===== src/rtl/mips_pkg.sv =====
// mips_pkg: shared definitions for the MIPS fetch/issue front end.
//   - opcode and funct constants used by decode and testbenches
//   - bit positions of each instruction field
//   - state encoding of the fetch/issue controller
package mips_pkg;

  localparam logic [5:0] OP_RTYPE = 6'b000000;
  localparam logic [5:0] OP_J     = 6'b000010;
  localparam logic [5:0] OP_JAL   = 6'b000011;
  localparam logic [5:0] OP_BEQ   = 6'b000100;
  localparam logic [5:0] OP_BNE   = 6'b000101;
  localparam logic [5:0] OP_LW    = 6'b100011;
  localparam logic [5:0] OP_SW    = 6'b101011;

  localparam logic [5:0] F_ADD    = 6'b100000;
  localparam logic [5:0] F_SUB    = 6'b100010;
  localparam logic [5:0] F_JR     = 6'b001000;

  localparam int OP_MSB  = 31;
  localparam int OP_LSB  = 26;
  localparam int RS_MSB  = 25;
  localparam int RS_LSB  = 21;
  localparam int RT_MSB  = 20;
  localparam int RT_LSB  = 16;
  localparam int RD_MSB  = 15;
  localparam int RD_LSB  = 11;
  localparam int SH_MSB  = 10;
  localparam int SH_LSB  = 6;
  localparam int FN_MSB  = 5;
  localparam int FN_LSB  = 0;
  localparam int IMM_MSB = 15;
  localparam int IMM_LSB = 0;
  localparam int TGT_MSB = 25;
  localparam int TGT_LSB = 0;

  typedef enum logic [1:0] {
    REQ  = 2'd0,
    WAIT = 2'd1,
    HOLD = 2'd2
  } issue_state_t;

endpackage


===== src/rtl/mips_instr_fields.sv =====
// mips_instr_fields: purely combinational splitter of a 32-bit MIPS word.
// Ports:
//   word      in  32  instruction word
//   op_code   out 6   [31:26]    rs    out 5  [25:21]
//   rt        out 5   [20:16]    rd    out 5  [15:11]
//   shamt     out 5   [10:6]     funct out 6  [5:0]
//   imm16     out 16  [15:0]     target26 out 26 [25:0]
module mips_instr_fields
  import mips_pkg::*;
(
  input  logic [31:0] word,
  output logic [5:0]  op_code,
  output logic [4:0]  rs,
  output logic [4:0]  rt,
  output logic [4:0]  rd,
  output logic [4:0]  shamt,
  output logic [5:0]  funct,
  output logic [15:0] imm16,
  output logic [25:0] target26
);

  assign op_code  = word[OP_MSB:OP_LSB];
  assign rs       = word[RS_MSB:RS_LSB];
  assign rt       = word[RT_MSB:RT_LSB];
  assign rd       = word[RD_MSB:RD_LSB];
  assign shamt    = word[SH_MSB:SH_LSB];
  assign funct    = word[FN_MSB:FN_LSB];
  assign imm16    = word[IMM_MSB:IMM_LSB];
  assign target26 = word[TGT_MSB:TGT_LSB];

endmodule


===== src/rtl/mips_instr_issue.sv =====
// mips_instr_issue: PC owner, single-outstanding instruction fetch and
// valid/ready issue of the decoded fields.
// Ports:
//   clk, reset_n (sync, active-low)
//   imem_req/imem_addr      fetch request (level) and address
//   imem_valid/imem_rdata   one-cycle response strobe and word
//   issue_valid/issue_ready issue handshake
//   op_code..target26       fields of the held word, zero when not holding
//   pc_plus4                fetch address of held word + 4 (link value)
//   redirect_valid/redirect_pc  datapath PC override, highest priority
//   issue_count             completed issue handshakes (wraps)
module mips_instr_issue
  import mips_pkg::*;
#(
  parameter logic [31:0] RESET_PC = 32'h0000_0000,
  parameter int          CNT_W    = 16
) (
  input  logic             clk,
  input  logic             reset_n,
  output logic             imem_req,
  output logic [31:0]      imem_addr,
  input  logic             imem_valid,
  input  logic [31:0]      imem_rdata,
  output logic             issue_valid,
  input  logic             issue_ready,
  output logic [5:0]       op_code,
  output logic [4:0]       rs,
  output logic [4:0]       rt,
  output logic [4:0]       rd,
  output logic [4:0]       shamt,
  output logic [5:0]       funct,
  output logic [15:0]      imm16,
  output logic [25:0]      target26,
  output logic [31:0]      pc_plus4,
  input  logic             redirect_valid,
  input  logic [31:0]      redirect_pc,
  output logic [CNT_W-1:0] issue_count
);

  issue_state_t     state, state_nxt;
  logic [31:0]      pc, pc_nxt;
  logic             discard, discard_nxt;
  logic [CNT_W-1:0] count, count_nxt;
  logic             latch_en;
  logic [31:0]      redirect_aligned;
  logic [31:0]      instr_p0;
  logic [31:0]      word_p1;
  logic             hold;

  assign redirect_aligned = redirect_pc & 32'hFFFF_FFFC;

  always_comb begin
    state_nxt   = state;
    pc_nxt      = pc;
    discard_nxt = discard;
    count_nxt   = count;
    latch_en    = 1'b0;
    case (state)
      REQ: begin
        state_nxt = WAIT;
        if (redirect_valid) pc_nxt = redirect_aligned;
      end
      WAIT: begin
        if (redirect_valid) begin
          pc_nxt = redirect_aligned;
          if (imem_valid) begin
            // The arriving response belongs to the old PC; nothing else is
            // outstanding, so re-fetch from the new PC.
            state_nxt   = REQ;
            discard_nxt = 1'b0;
          end else begin
            // Old response still in flight: drop it when it arrives.
            discard_nxt = 1'b1;
          end
        end else if (imem_valid) begin
          if (discard) begin
            discard_nxt = 1'b0;
            state_nxt   = REQ;
          end else begin
            latch_en  = 1'b1;
            pc_nxt    = pc + 32'd4;
            state_nxt = HOLD;
          end
        end
      end
      HOLD: begin
        // Redirect kills the held word and voids a coincident handshake.
        if (redirect_valid) begin
          pc_nxt    = redirect_aligned;
          state_nxt = REQ;
        end else if (issue_ready) begin
          count_nxt = count + CNT_W'(1);
          state_nxt = REQ;
        end
      end
      default: state_nxt = REQ;
    endcase
  end

  always_ff @(posedge clk) begin
    if (!reset_n) begin
      state   <= REQ;
      pc      <= RESET_PC;
      discard <= 1'b0;
      count   <= '0;
    end else begin
      state   <= state_nxt;
      pc      <= pc_nxt;
      discard <= discard_nxt;
      count   <= count_nxt;
    end
  end

  // Stage p0: captured instruction word (data only, no reset)
  always_ff @(posedge clk) begin
    if (latch_en) instr_p0 <= imem_rdata;
  end

  // Stage p1: outputs gated to zero outside HOLD
  assign hold        = (state == HOLD);
  assign imem_req    = reset_n & ((state == REQ) | (state == WAIT));
  assign imem_addr   = imem_req ? pc : 32'd0;
  assign issue_valid = hold;
  assign word_p1     = hold ? instr_p0 : 32'd0;
  // pc already advanced past the held word, so it is the link value.
  assign pc_plus4    = hold ? pc : 32'd0;
  assign issue_count = count;

  mips_instr_fields u_fields (
    .word     (word_p1),
    .op_code  (op_code),
    .rs       (rs),
    .rt       (rt),
    .rd       (rd),
    .shamt    (shamt),
    .funct    (funct),
    .imm16    (imm16),
    .target26 (target26)
  );

endmodule


===== config.mk =====
export PLATFORM = sky130hd
export DESIGN_NAME = mips_instr_issue
export DESIGN_NICKNAME = d
export VERILOG_FILES = /design/src/rtl/mips_pkg.sv /design/src/rtl/mips_instr_fields.sv /design/src/rtl/mips_instr_issue.sv
export SDC_FILE = /design/constraint.sdc
export NUM_CORES = 1
export LEC_CHECK = 0
export CAP_MARGIN = 40
export CORE_ASPECT_RATIO = 1.4
export CORE_MARGIN = 5
export CORE_UTILIZATION = 45
export CTS_CLUSTER_DIAMETER = 30
export DETAILED_ROUTE_END_ITERATION = 8
export HOLD_SLACK_MARGIN = 0.08
export PLACE_DENSITY_LB_ADDON = 0.08
export SYNTH_ARGS = -nofsm -noshare
export SYNTH_HDL_FRONTEND = slang
export SYNTH_SLANG_ARGS = --single-unit

===== constraint.sdc =====
create_clock -name clk -period 4.9 [get_ports clk]
set_input_delay 0.98 -clock clk [delete_from_list [all_inputs] [get_ports clk]]
set_output_delay 0.98 -clock clk [all_outputs]
set_load 0.03 [all_outputs]

**Yosys cells after proc, flatten, opt, wreduce, memory -nomap -nowiden**

Index checks and enable logic that the tools add are counted.

- Word-level logic and storage cells: 47
- Register bits after elaboration: 83
- Input port bits: 69
- Output and inout bits: 156

- Add/sub/neg operators: 2
- Bitwise operators: 3
- Muxes and demuxes: 22
- Reduce and logical (&&, ||, !) cells: 8
- Equality and inequality tests: 7

Operator list:

| cell | count |
|---|---|
| 32-bit two-way mux | 7 |
| 32-bit one-hot mux with 2 select lines | 1 |
| 32-bit by 3-bit adder with 32-bit output, second input constant | 1 |
| 16-bit by 1-bit adder with 16-bit output, second input constant | 1 |
| 2-bit two-way mux | 6 |
| 3-bit inequality test, second input constant | 3 |
| 1-bit two-way mux | 7 |
| 2-bit one-hot mux with 3 select lines | 1 |
| 2-bit AND reduction | 2 |
| 4-bit AND reduction | 1 |
| 2-bit nonzero test | 2 |
| 3-bit AND reduction | 1 |
| 2-bit by 1-bit equality test with 1-bit output, second input constant | 1 |
| 2-bit equality test, second input constant | 1 |
| 2-bit logical NOT | 1 |
| 2-bit by 1-bit inequality test with 1-bit output, second input constant | 1 |
| 2-bit inequality test, second input constant | 1 |
| 2-bit OR reduction | 1 |
| 1-bit bitwise AND | 1 |
| 1-bit NOT | 1 |
| 1-bit OR | 1 |

**Logic depth before layout (Yosys ltp)**

Gate-level depths: netlist (run 1).

- Depth after elaboration: 5
- Gate-level depth with buffers: 8
- Gate-level depth less buffers: 6

**By module**

From an unflattened synthesis (run 1), not the netlist that was laid out.

- Cells, all modules: 592
- Area, all modules: 5022.3 µm²

Modules (own cells, without submodules):

| module | cells an instance | seq. area each (µm²) | area an instance (µm²) | times used |
|---|---|---|---|---|
| mips_instr_issue | 518 | 1941.9 | 4466.8 | 1 |
| mips_instr_fields | 74 | 0.0 | 555.5 | 1 |

**Worst setup path before layout (run 1)**

Ideal clock, no wire load.

- Path kind: input port to flip-flop
- Start point: input port redirect_valid
- End point: register pc[31]
- Path buffers: 1
- Cell stages on the path: 6
- Required time: 4.799 ns
- Path slack: 2.027 ns
- Setup time: 0.101 ns
- Data arrival time: 2.772 ns
- Cells stage by stage: buf_2 nor2b_1 nand3_1 inv_1 nand2_1 o41ai_1

- Cells in the longest elaborated chain, start to end: 2
- Elaborated cells between the ends (all ways): 6
- Classes of those cells: eq/ne (3); mux (2); reduce/logical (1)

Ends and longest elaborated chain:

| item | line | source |
|---|---|---|
| from (decl) | mips_instr_issue.sv:35 | `input logic redirect_valid,` |
| 3-bit inequality test (no source line), or another cell as far along | n/a |  |
| 4-bit AND reduction (no source line) / 32-bit one-hot mux with 2 select lines (equally long branches) | n/a |  |
| to (signal assigned) | mips_instr_issue.sv:108 | `pc <= pc_nxt;` |
| to (decl) | mips_instr_issue.sv:41 | `logic [31:0] pc, pc_nxt;` |

Several ways; a longest one is shown, not always the timed one.
A chain may end at the register's enable or synchronous reset.

**Worst setup path after layout (run 1)**

- Start point: register state[1]
- End point: output port shamt[4]

- Cells in the longest elaborated chain, start to end: 2

Ends and longest elaborated chain:

| item | line | source |
|---|---|---|
| from (decl) | mips_instr_issue.sv:40 | `issue_state_t state, state_nxt;` |
| from (signal assigned) | mips_instr_issue.sv:107 | `state <= state_nxt;` |
| 2-bit equality test | mips_instr_issue.sv:120 | `assign hold = (state == HOLD);` |
| 32-bit two-way mux | mips_instr_issue.sv:124 | `assign word_p1 = hold ? instr_p0 : 32'd0;` |
| to (decl) | mips_instr_issue.sv:30 | `output logic [4:0] shamt,` |

Every way passes these cells.

==> results of run 1 <==
## power by group through the flow
stage,Clock [mW],Combinational (mW),Sequential (mW)
2_1_floorplan,0,0.162,0.770
3_3_place_gp,0,0.266,0.788
3_5_place_dp,0,0.276,0.791
4_1_cts,0.650,0.277,0.776
5_1_grt,0.682,0.296,0.781
6_report,0.638,0.276,0.777
## metrics by stage
step	utilization (%)	area (sq um)	hold WS, ns
finish	68.21	7097	0.5218
global route	68.21	7097	0.5637
detailed placement	65.51	6817	0.5006
global placement	64.80	6743	0.5030
CTS	68.21	7097	0.5204
floorplan	-	4793	0.4446
## area by class of cell
| type | count | share of cell area [%] |
|---|---|---|
| flip-flops and latches | 81 | 27.36 |
| clock buffers | 11 | 3.279 |
| well taps | 138 | 2.433 |
| repair buffers | 230 | 33.06 |
| multi-input cells | 388 | 32.83 |
| clock inverters | 5 | 0.6700 |
| inverters | 7 | 0.3702 |
## flip-flops by register name, indices dropped and copies added (netlist names)
name / count
instr_p0: 32
pc: 30
issue_count: 16
state: 2
discard: 1
## metal layers
metal  vias up  GRT usage, %  wire length [um]
met1      2191         26.84              5941
met3        13         5.770              1274
li1       2249             -                 -
met4         0         6.792               220
met2       229         39.98              7674
met5         -             0                 0
## final timing paths
| kind | slack [ns] | endpoint | from |
|---|---|---|---|
| setup / recovery | 1.24 | shamt[4] | state[1] |
| setup reg to reg | 2.55 | instr_p0[13] | state[0] |
| hold / removal | 0.52 | issue_count[15] | issue_count[15] |
| hold reg to reg | 0.52 | issue_count[15] | issue_count[15] |
## placed cells by master, fill, tap and decap left out, drive strengths merged, types with 4 or more instances in the layout
cell type        n
clkbuf          11
inv              7
mux2i            5
or3              4
dfxtp           49
edfxtp          32
nand2           42
nor4             8
xor2            12
a21oi           26
nand4           21
nand3           36
buf             14
conb             4
nor3            15
and3            37
and2            63
o21ai           16
nor2            44
a31oi            6
clkdlybuf4s50  215
clkinv           4
## synth_stat cells, types with 3 or more instances
master	count
nand2_1	41
nor3_1	15
inv_1	7
nand3_1	35
o31a_1	3
buf_2	6
or3_1	4
edfxtp_1	32
a31oi_1	6
a311oi_1	3
dfxtp_1	49
nand4_1	19
buf_4	46
o22ai_1	3
clkbuf_1	33
a21oi_1	26
mux2i_1	5
o21ai_0	15
nor2_1	44
xor2_1	12
and2_1	62
nor4_1	6
and3_1	36
## worst min-delay path, delay by kind of cell (launching register included)
kind	cells	cell delay, ns
AND/OR/NAND/NOR	1	0.08
flip-flops	1	0.34
XOR/XNOR	1	0.07
## logic make-up (layout without fill, tap and decap cells)
family / count (synthesis) / after routing
xor gates and xnor gates: 14 / 14
DFF: 81 / 81
muxes: 6 / 6
adders and majority gates: 2 / 2
and+or+nand+nor: 281 / 281
buffers and inverters: 94 / 253
AOI/OAI and AO/OA: 81 / 81
other: 1 / 4
==> flow_metrics.tcl, run 1 <==
set metrics [dict create \
    grt_pass1_vias 4409 \
    p_switching_mw 0.4374 \
    fillers 820 \
    multi_input_area_sq_um 2330 \
    clockRootBuffer "clkbuf_16" \
    clk_latency_ns 0.33 \
    hold_violations 0 \
    synth_area_per_cell_sq_um 8.539 \
    diodes 0 \
    worstRegToRegCells 4 \
    arrival_ns 2.68 \
    hpwlAfterDp_um 11290 \
    antenna_found_initial 0 \
    grt_overflow_total 0 \
    yosysTopAreaCell "dfxtp_1" \
    die_area_sq_um 12820 \
    synth_simple_gate_area_share_pct 32.81 \
    grt_max_degree 54 \
    cp_max_fo 53 \
    ys.flop_type "dfxtp_1" \
    cts.clk_slew.worst_paths_ns 0.06 \
    cp-end-kind "output port" \
    htree_levels 3 \
    synthMuxAreaShare_pct 1.282 \
    vias 4682 \
    holdPathStages 2 \
    pwr-share-clk_pct 37.7 \
    firstDrtPassIters 4 \
    holdCritPathClass "reg -> reg" \
    seqCellArea_sq_um 1942 \
    clock_path_buffers 2 \
    drive_gt1_share_pct 5.540 \
    max_stage_delay_ns 0.70 \
    synth_top_family_by_area "simple AND/OR/NAND/NOR gates" \
    port_buffers 218 \
    power.density_nw_per_um2 238.2 \
    place_congestion 0.8696 \
    p_seq_share_pct 46.0 \
    fp.dieH_um 132.0 \
    worst_setup_path_start_kind "register" \
    synthAdderAreaFrac_pct 0.5233 \
    max_slew_margin_pct 43.29 \
    cts_hold_buf 0 \
    final_max_slew_viol_count 0 \
    routed_wl_um 15110 \
    grt_pass1_wl_um 23640 \
    drc 0 \
    synth-seq-area-share_pct 40.61 \
    synthDistinctLibCells 63 \
    power.share.switching_pct 25.87 \
    leakagePower_nw 2.674 \
    path_depth 6 \
    crit_buf_inv 4 \
    cts_buffers 9 \
    ys_ff_latch 81 \
    fin_cells 860 \
    ctsResizeCount 0 \
    grtUsageTotal_pct 22.61 \
    fmax_mhz 273.4 \
    combPwrFrac_pct 16.3 \
    intPower_mw 1.253 \
    skew_ns 0.005380 \
    drt-wirelength-per-cell_um 17.57 \
    cp_slowest_cell "clkdlybuf4s50_1" \
    drv_cap 0 \
    path_cells "inv_1, buf_16, nor2_4, buf_12, and2_1, clkdlybuf4s50_1" \
    synth_edf_count 32 \
    fin_setup_tns_ns 0 \
    cts_setup_buffers 0 \
    synth_compound_area_share_pct 10.99 \
    dp_slack_ns 1.268 \
    status "finished clean" \
    synthToLayoutAreaGrowth_pct 48.40 \
    worstPathRequired_ns 3.92 \
    ant_nets 0 \
    crit_family "buffers and inverters" \
    drt-initial-drc-count 297 \
    synth-async-reset-ratio_pct 0 \
    final-setup-viol-count 0 \
    core_area_sq_um 10410 \
    rsz0062_at_grt "false" \
    std_cell_rows 44 \
    yosys_warnings 0 \
    max-vdd-ir-drop_mv 0.2107 \
    worst_slew_pin_slew_ns 0.8441 \
    dp.cells 844 \
    critical_path_class "reg -> out" \
    fin_ws_ns 1.243 \
    synth_cells 560 \
    finalCritPeriodShare_pct 74.64 \
    clock-sinks 81 \
    die_x_um 97.13 \
    tritoncts "done" \
    ys_top_cells_by_area "dfxtp_1 21%, edfxtp_1 20%, and2_1 8.1%" \
    totalPowerFinal_mw 1.691 \
    start_util_pct 45.96 \
    min_period_ns 3.657 \
    num_io_pins 225 \
    yosys.area.top_type_share_pct 20.51 \
    viasPerCell 5.444 \
    synth_xor_area_share_pct 2.564 \
    netlist_area_sq_um 4782 \
    nNetsFinal 788 \
]
Power figures use the tool's default switching activity.
==> run 2: changes to the inputs <==
--- a/config.mk
+++ b/config.mk
@@ -8,7 +8,7 @@
 export CAP_MARGIN = 40
 export CORE_ASPECT_RATIO = 1.4
 export CORE_MARGIN = 5
-export CORE_UTILIZATION = 45
+export CORE_UTILIZATION = 42
 export CTS_CLUSTER_DIAMETER = 30
 export DETAILED_ROUTE_END_ITERATION = 8
 export HOLD_SLACK_MARGIN = 0.08
==> constraint.sdc (replaced) <==
create_clock -name clk -period 3.7 [get_ports clk]
set_input_delay 0.74 -clock clk [delete_from_list [all_inputs] [get_ports clk]]
set_output_delay 0.74 -clock clk [all_outputs]
set_load 0.03 [all_outputs]
==> flow_metrics.tcl, run 2 (synthesis gave the netlist of run 1 again) <==
set metrics [dict create \
    status "finished clean" \
    diodes 0 \
    htree_levels 3 \
    synthToLayoutAreaGrowth_pct 48.27 \
    clk_latency_ns 0.34 \
    critical_path_class "reg -> out" \
    regMostFlops "instr_p0" \
    worst_setup_path_start_kind "register" \
    hpwlAfterDp_um 11510 \
    hold_violations 0 \
    max-vdd-ir-drop_mv 0.2284 \
    core_area_sq_um 11220 \
    drive_gt1_share_pct 10.10 \
    final_cell_mix "187 x clkdlybuf4s50_1, 62 x and2_1, 49 x dfxtp_1" \
    clock_path_buffers 2 \
    drt-wirelength-per-cell_um 17.86 \
    std_cell_rows 46 \
    finalCritPeriodShare_pct 91.27 \
    cp-end-kind "output port" \
    crit_family "buffers and inverters" \
    arrival_ns 2.64 \
    viasPerCell 5.483 \
    cts_buffers 9 \
    tritoncts "done" \
    rsz0062_at_grt "false" \
    drt-initial-drc-count 250 \
    whs_ns 0.5103 \
    grt_pass1_wl_um 24000 \
    port_buffers 218 \
    max_stage_delay_ns 0.68 \
    crit_buf_inv 3 \
    fp.dieH_um 136.3 \
    leakagePower_nw 2.735 \
    r2r_slack_ns 1.36 \
    cp_max_fo 36 \
    num_io_pins 225 \
    antenna_found_initial 0 \
    final_common_cell "clkdlybuf4s50_1" \
    grt_pass1_vias 4657 \
    worst_slew_pin_slew_ns 0.7691 \
    clockRootBuffer "clkbuf_16" \
    fin_setup_tns_ns 0 \
    firstDrtPassIters 5 \
    max_slew_margin_pct 48.33 \
    place_congestion 0.8363 \
    ctsResizeCount 0 \
    min_period_ns 3.377 \
    die_area_sq_um 13650 \
    ant_nets 0 \
    worstPathRequired_ns 2.96 \
    largest_register_ffs 32 \
    post-route-util_pct 63.18 \
    nNetsFinal 789 \
    cp_slowest_cell "clkdlybuf4s50_1" \
    drv_cap 0 \
    power.density_nw_per_um2 311.7 \
    cts_hold_buf 0 \
    routed_wl_um 15490 \
    fmax_mhz 296.1 \
    clock-sinks 81 \
    vias 4754 \
    path_cells "inv_1, nor2_4, buf_4, and2_1, clkdlybuf4s50_1" \
    die_x_um 100.2 \
    final_max_slew_viol_count 0 \
    holdCritPathClass "reg -> reg" \
    final-setup-viol-count 0 \
    cts.clk_slew.worst_paths_ns 0.06 \
    start_util_pct 42.61 \
    skew_ns 0.005878 \
    cts_setup_buffers 0 \
    grt_max_degree 43 \
    grt_overflow_total 0 \
    grtUsageTotal_pct 21.94 \
    drc 0 \
]
run 2: cell types whose count changed in the layout (fill, tap and decap cells not counted), moves of 2 or more:
| cell | previous run | this run |
|---|---|---|
| buf_12 | 4 | 11 |
| buf_4 | 8 | 33 |
| clkbuf_1 | 2 | 0 |
| clkdlybuf4s50_1 | 215 | 187 |
| clkinv_1 | 2 | 0 |
| clkinv_4 | 0 | 2 |
| clkinvlp_4 | 0 | 2 |
run 2: per-layer routing:
layer  vias to the layer above  wire (um)  track usage [%]
li1                       2252          -                -
met1                      2261       6099            25.86
met2                       221       7976            39.60
met3                        20       1218            4.825
met4                         0        192            6.142
met5                         -          0                0
run 2: final cells by class:
class	instances	area [sq um]
clock buffers	9	225.2
clock inverters	7	47.55
fillers	967	4133
inverters	7	26.28
multi-input cells	388	2330
flip-flops and latches	81	1942
well taps	144	180.2
repair buffers	231	2340
run 2: per-stage QoR:
stage,area (sq um),instances,setup slack (ns),power [mW]
finish,7091,867,0.3230,2.210
floorplan,4793,563,1.067,1.234
detailed placement,6818,851,0.6133,1.417
global placement,6818,851,0.7275,1.408
CTS,7091,867,0.2533,2.231
global route,7091,867,0.1187,2.310
run 2: worst paths after layout:
check / from / to / cells after the start
worst max-delay path: state[1] / pc_plus4[17] / 5
worst min-delay path: pc[31] / pc[31] / 1
worst max register to register: pc[2] / pc[24] / 6
worst min register to register: pc[31] / pc[31] / 1
run 2: worst reg2reg max path, cell delays in order (launching register included):
cell     delay [ns]
dfxtp_1        0.51
ha_1           0.32
nand4_4        0.20
nor3_1         0.70
nand4_1        0.16
a21o_1         0.22
a21oi_1        0.15
run 2: power by group:
group / internal [mW] / total, mW / switching [mW]
sequential: 0.967 / 1.03 / 0.0619
combinational: 0.178 / 0.370 / 0.192
clock: 0.452 / 0.811 / 0.359
==> run 3: changes to the inputs <==
--- a/config.mk
+++ b/config.mk
@@ -16,3 +16,4 @@
 export SYNTH_ARGS = -nofsm -noshare
 export SYNTH_HDL_FRONTEND = slang
 export SYNTH_SLANG_ARGS = --single-unit
+export TNS_END_PERCENT = 10
==> results of run 3 <==
Final layout, timing and power as in run 2 (identical DEF).
